## src/rtl/rgb_seq_multi.sv

```systemverilog
// ---------------------------------------------------------------------------
// rgb_seq_multi
//
// Multi-channel RGB light sequencer. Each channel walks a palette index
// between SEQ_MIN and SEQ_MAX while its button is held. The channel dwells
// on each colour for threshold+1 enabled clocks before it moves on. Each
// channel has its own sequencing mode (forward, bounce, reverse or hold) and
// its own white override. The dwell threshold is shared by all channels.
//
// Ports:
//   clk         system clock, rising edge
//   rst_n       asynchronous active-low reset
//   button      per-channel sequence enable
//   lights_sel  per-channel select: 1 = sequencer colour, 0 = forced white
//   mode        per-channel mode, channel c at [2c+1:2c]
//                 00 forward, 01 bounce, 10 reverse, 11 hold
//   threshold   shared dwell threshold (unsigned)
//   lights_out  per-channel RGB word {R,G,B}, channel c in slice c
//   colour_idx  per-channel current palette index (3 bits per channel)
//   step        one-cycle pulse per channel after each index advance
// ---------------------------------------------------------------------------
module rgb_seq_multi #(
    parameter int CHANNELS = 2,
    parameter int COLOR_W  = 8,
    parameter int CNT_W    = 6,
    parameter int SEQ_MIN  = 1,
    parameter int SEQ_MAX  = 6
) (
    input  logic                            clk,
    input  logic                            rst_n,
    input  logic [CHANNELS-1:0]             button,
    input  logic [CHANNELS-1:0]             lights_sel,
    input  logic [2*CHANNELS-1:0]           mode,
    input  logic [CNT_W-1:0]                threshold,
    output logic [CHANNELS*3*COLOR_W-1:0]   lights_out,
    output logic [3*CHANNELS-1:0]           colour_idx,
    output logic [CHANNELS-1:0]             step
);

    localparam int         RGB_W   = 3 * COLOR_W;
    localparam logic [2:0] IDX_MIN = 3'(SEQ_MIN);
    localparam logic [2:0] IDX_MAX = 3'(SEQ_MAX);

    typedef enum logic [1:0] {
        MODE_FWD    = 2'b00,
        MODE_BOUNCE = 2'b01,
        MODE_REV    = 2'b10,
        MODE_HOLD   = 2'b11
    } mode_t;

    // Each index bit drives one whole colour component fully on or fully off.
    function automatic logic [RGB_W-1:0] palette(input logic [2:0] i);
        return {{COLOR_W{i[2]}}, {COLOR_W{i[1]}}, {COLOR_W{i[0]}}};
    endfunction

    // Next {dir, idx} for one advance. In bounce mode the direction flips
    // on the same advance that leaves an end, so an end index is never
    // shown twice in a row.
    function automatic logic [3:0] next_pos(input logic [2:0] idx,
                                            input mode_t     md,
                                            input logic      dir);
        logic [2:0] n_idx;
        logic       n_dir;
        n_idx = idx;
        n_dir = dir;
        case (md)
            MODE_FWD: n_idx = (idx >= IDX_MAX) ? IDX_MIN : idx + 3'd1;
            MODE_REV: n_idx = (idx <= IDX_MIN) ? IDX_MAX : idx - 3'd1;
            MODE_BOUNCE: begin
                if (dir) begin
                    if (idx >= IDX_MAX) begin
                        n_dir = 1'b0;
                        n_idx = idx - 3'd1;
                    end else begin
                        n_idx = idx + 3'd1;
                    end
                end else begin
                    if (idx <= IDX_MIN) begin
                        n_dir = 1'b1;
                        n_idx = idx + 3'd1;
                    end else begin
                        n_idx = idx - 3'd1;
                    end
                end
            end
            default: ;
        endcase
        return {n_dir, n_idx};
    endfunction

    for (genvar c = 0; c < CHANNELS; c++) begin : g_chan
        logic [2:0]       idx;
        logic [CNT_W-1:0] cnt;
        logic             dir;
        logic [RGB_W-1:0] colour_q;
        logic             step_q;
        mode_t            ch_mode;
        logic             enabled;
        logic [3:0]       nxt;

        assign ch_mode = mode_t'(mode[2*c +: 2]);
        assign enabled = button[c] && (ch_mode != MODE_HOLD);
        assign nxt     = next_pos(idx, ch_mode, dir);

        // Hold and a released button both freeze the dwell counter without
        // clearing it, so resuming finishes only the remaining dwell. The
        // colour register trails idx by one clock on every edge.
        always_ff @(posedge clk or negedge rst_n) begin
            if (!rst_n) begin
                idx      <= IDX_MIN;
                cnt      <= '0;
                dir      <= 1'b1;
                colour_q <= palette(IDX_MIN);
                step_q   <= 1'b0;
            end else begin
                colour_q <= palette(idx);
                step_q   <= 1'b0;
                if (enabled) begin
                    if (cnt >= threshold) begin
                        cnt    <= '0;
                        idx    <= nxt[2:0];
                        dir    <= nxt[3];
                        step_q <= 1'b1;
                    end else begin
                        cnt <= cnt + CNT_W'(1);
                    end
                end
            end
        end

        // The white override is purely combinational, so it also applies
        // while the channel is held in reset.
        assign lights_out[RGB_W*c +: RGB_W] = lights_sel[c] ? colour_q : '1;
        assign colour_idx[3*c +: 3]         = idx;
        assign step[c]                      = step_q;
    end

endmodule

```

## config.mk

```make
export PLATFORM = sky130hd
export DESIGN_NAME = rgb_seq_multi
export DESIGN_NICKNAME = d
export VERILOG_FILES = /design/src/rtl/rgb_seq_multi.sv
export SDC_FILE = /design/constraint.sdc
export NUM_CORES = 1
export LEC_CHECK = 0
export ABC_AREA = 1
export BUFFER_PORTS_ARGS = -buffer_cell sky130_fd_sc_hd__buf_2
export CORE_MARGIN = 2
export CORE_UTILIZATION = 40
export CTS_BUF_LIST = sky130_fd_sc_hd__clkbuf_4 sky130_fd_sc_hd__clkbuf_8 sky130_fd_sc_hd__clkbuf_16
export DETAILED_ROUTE_END_ITERATION = 8
export GPL_TIMING_DRIVEN = 0
export PLACE_DENSITY = 0.63
export SYNTH_ARGS = -nofsm -noshare
export SYNTH_HDL_FRONTEND = slang
export SYNTH_SLANG_ARGS = --single-unit
export TNS_END_PERCENT = 5
```

## constraint.sdc

```tcl
create_clock -name clk -period 2.52 [get_ports clk]
set_clock_uncertainty 0.15 [all_clocks]
set_input_delay 0 -clock clk [delete_from_list [all_inputs] [get_ports clk]]
set_output_delay 0 -clock clk [all_outputs]
set_load 0.005 [all_outputs]
```

==> impl_metrics.ini <==
[status]
status = finished, final reports clean

[yosys]
ys_seq_elements = 28
synth_top_area_share_pct = 22.3
netlist-cell-type-count = 30
netlist_area_um2 = 2470
avgSynthCellArea_um2 = 7.45
synthArstFlopShare_pct = 100
yosysTopAreaCell = dfrtp_1
synth_area_leaders = dfrtp_1 (22%), ha_1 (15%), nand2_1 (14%)
ys_warn_count = 0
syn_nets = 378
synth-edff-count = 0
synth_ff_type = dfrtp_1
postSynthCellCount = 332
ys_seq_area_share_pct = 28.6

[setup_path]
cp_slowest_cell = dfstp_2
path_cells = inv_1, ha_1, o21ai_1, nand2_1, nand2_1, nand2_1, nand2_1, o21ai_1, nand2_1, nand2_1
r2r_setup_slack_ps = 640
crit_buf_inv = 1
r2r-end = g_chan[0].idx[1]
cpPeakStageDelay_ps = 600
worstSetupEndpointType = flop
reg2regPathDepth = 10
start_kind = flop
worstReg2RegStart = g_chan[0].idx[0]
required_ps = 2540
crit_fanout = 7
arrival_ps = 1900
worst_path_most_repeated_cell = nand2_1
cp_top_family = flip-flops
worst-setup-path-type = reg -> reg

[global_route]
grt_usage_pct = 13.8
grt_pass1_vias = 1767
antenna_found_initial = 0
grt_remaining_overflow = 0
grt_max_degree = 29
grt_pass1_wl_mm = 7.50

[final_layout]
diodes = 0
nNetsFinal = 456
drive_gt1_share_pct = 34.2
syn_to_final_growth_pct = 21.9
utilization_pct = 50.6

[clock_network]
clockBufferDepth = 2
cts_tree = done
postCtsSetupBuffers = 0
cts_buffers = 3
insertion_delay_ps = 270
htree_levels = 1
cts-root-buf = clkbuf_8
cts_num_sinks = 28
path_clk_slew_ps = 90

[detailed_routing]
num_vias = 2052
first_pass_iters = 4
ant_nets = 0
initialDrtViolationCount = 59
drt-total-wl_mm = 4.57
wire_per_inst_um = 9.45
vias_per_cell = 4.24
drc = 0

[floorplanning]
die-area_um2 = 6830
core_um2 = 5960
die_x_um = 82.6
die_h_um = 82.6
io_pins = 72
initial_core_util_pct = 41.5
rows = 28

[job]
maxCapViolCount = 0

[placed_design]
place_congestion = 0.847
place_hpwl_mm = 3.69
port_buffers = 71

[power]
power_per_cell_area_nw_per_um2 = 935
leakage_uw = 0.00173
finalPower_uw = 2820
ir_drop_mv = 0.527

[sta]
rsz0062_at_grt = false
timing.fmax_mhz = 533
fin_setup_tns_ps = 0
relSlewSlack_pct = 59.2
setup_viol = 0
max_slew.worst_pin.slew_ps = 611
period_share_pct = 74.5
final-max-slew-violation-count = 0
hold_viol = 0
min_period_ps = 1880

[hold_path]
holdPathStages = 5
min_to = g_chan[0].cnt[1]
hp-start = button[0]
hold_path.class = in -> reg
-- layout by cell type, fill, tap and decap left out, types with 3 or more instances in the layout --
| cell | n |
|---|---|
| o21ai_0 | 8 |
| a21oi_4 | 3 |
| a21oi_1 | 6 |
| clkbuf_8 | 3 |
| xor2_1 | 5 |
| nand4_1 | 3 |
| nand2_1 | 94 |
| nor2_2 | 3 |
| ha_1 | 30 |
| buf_2 | 71 |
| inv_2 | 3 |
| dfrtp_1 | 22 |
| dfstp_2 | 6 |
| nor2_1 | 26 |
| buf_4 | 44 |
| nand3_1 | 11 |
| inv_1 | 50 |
-- Yosys cell counts (2+ instances only) --
| cell type | number |
|---|---|
| nand2_1 | 94 |
| inv_1 | 50 |
| buf_4 | 44 |
| ha_1 | 30 |
| nor2_1 | 26 |
| dfrtp_1 | 22 |
| nand3_1 | 11 |
| o21ai_0 | 8 |
| a21oi_1 | 6 |
| dfstp_2 | 6 |
| xor2_1 | 5 |
| a21oi_4 | 3 |
| inv_2 | 3 |
| nand4_1 | 3 |
| nor2_2 | 3 |
| o21ai_1 | 2 |
| o21bai_1 | 2 |
| xnor2_1 | 2 |
-- power breakdown --
| part | internal, uW | switching, uW |
|---|---|---|
| Combinational | 784 | 825 |
| Clock | 213 | 141 |
| Sequential | 658 | 197 |
-- cells by family after synthesis --
family                   Yosys count  share of synthesized area [%]
AND/OR/NAND/NOR                  145                           25.2
buffers and inverters             97                           21.4
adder cells (fa/ha/maj)           30                           15.2
flip-flops                        28                           28.6
AO/OA/AOI/OAI                     25                           7.08
XOR/XNOR                           7                           2.48
-- what timing repair did --
action                                 4_1_cts  5_1_grt
hold buffers                                 2        0
gates resized for setup                      0        0
endpoints found under the hold margin       29        0
setup endpoints to repair                    0        0
-- stage by stage --
step	setup slack (ps)	hold WS [ps]	area, um^2	instances
2_1_floorplan	812	-446	2470	332
3_3_place_gp	646	-96.1	2920	478
3_5_place_dp	652	-94.1	2920	478
4_1_cts	641	25.1	3010	484
5_1_grt	428	57.5	3010	484
6_report	643	18.5	3010	484
-- state kept, by name, indices dropped and copies added, names as in the netlist --
| name | cells |
|---|---|
| g_chan.cnt | 12 |
| g_chan.colour_q | 6 |
| g_chan.idx | 6 |
| g_chan.dir | 2 |
| g_chan.step_q | 2 |
-- worst min-delay path: stages --
cell	delay, ps
buf_2	100
inv_1	40
or2_4	150
nand2_1	60
o21ai_0	70
-- how the worst max path moves through the flow --
stage / from / slack, ps / end / depth (start not counted)
6_report: g_chan[0].idx[0] / 640 / g_chan[0].idx[1] / 10
5_1_grt: g_chan[0].idx[0] / 430 / g_chan[0].idx[1] / 10
4_1_cts: g_chan[0].idx[0] / 640 / g_chan[0].idx[1] / 10
3_5_place_dp: g_chan[0].idx[0] / 650 / g_chan[0].idx[1] / 10
3_3_place_gp: g_chan[0].idx[0] / 650 / g_chan[0].idx[1] / 10
2_1_floorplan: g_chan[0].idx[0] / 810 / g_chan[0].idx[1] / 10
-- cell type report --
cell class / count / area [um^2]
plain buffers: 44 / 330
clock buffers: 3 / 41.3
clock inverters: 1 / 30.0
fillers: 620 / 2940
inverters: 53 / 199
multi-input cells: 207 / 1240
flip-flops and latches: 28 / 708
well taps: 75 / 93.8
repair buffers: 73 / 375
-- layer usage --
layer	GRT usage [%]	part of all wire, %
met3	1.09	5.9
met5	0	0
met4	3.61	0.87
met2	25.4	46
met1	17.3	47
Note: power is estimated with default switching activity, not from simulation.
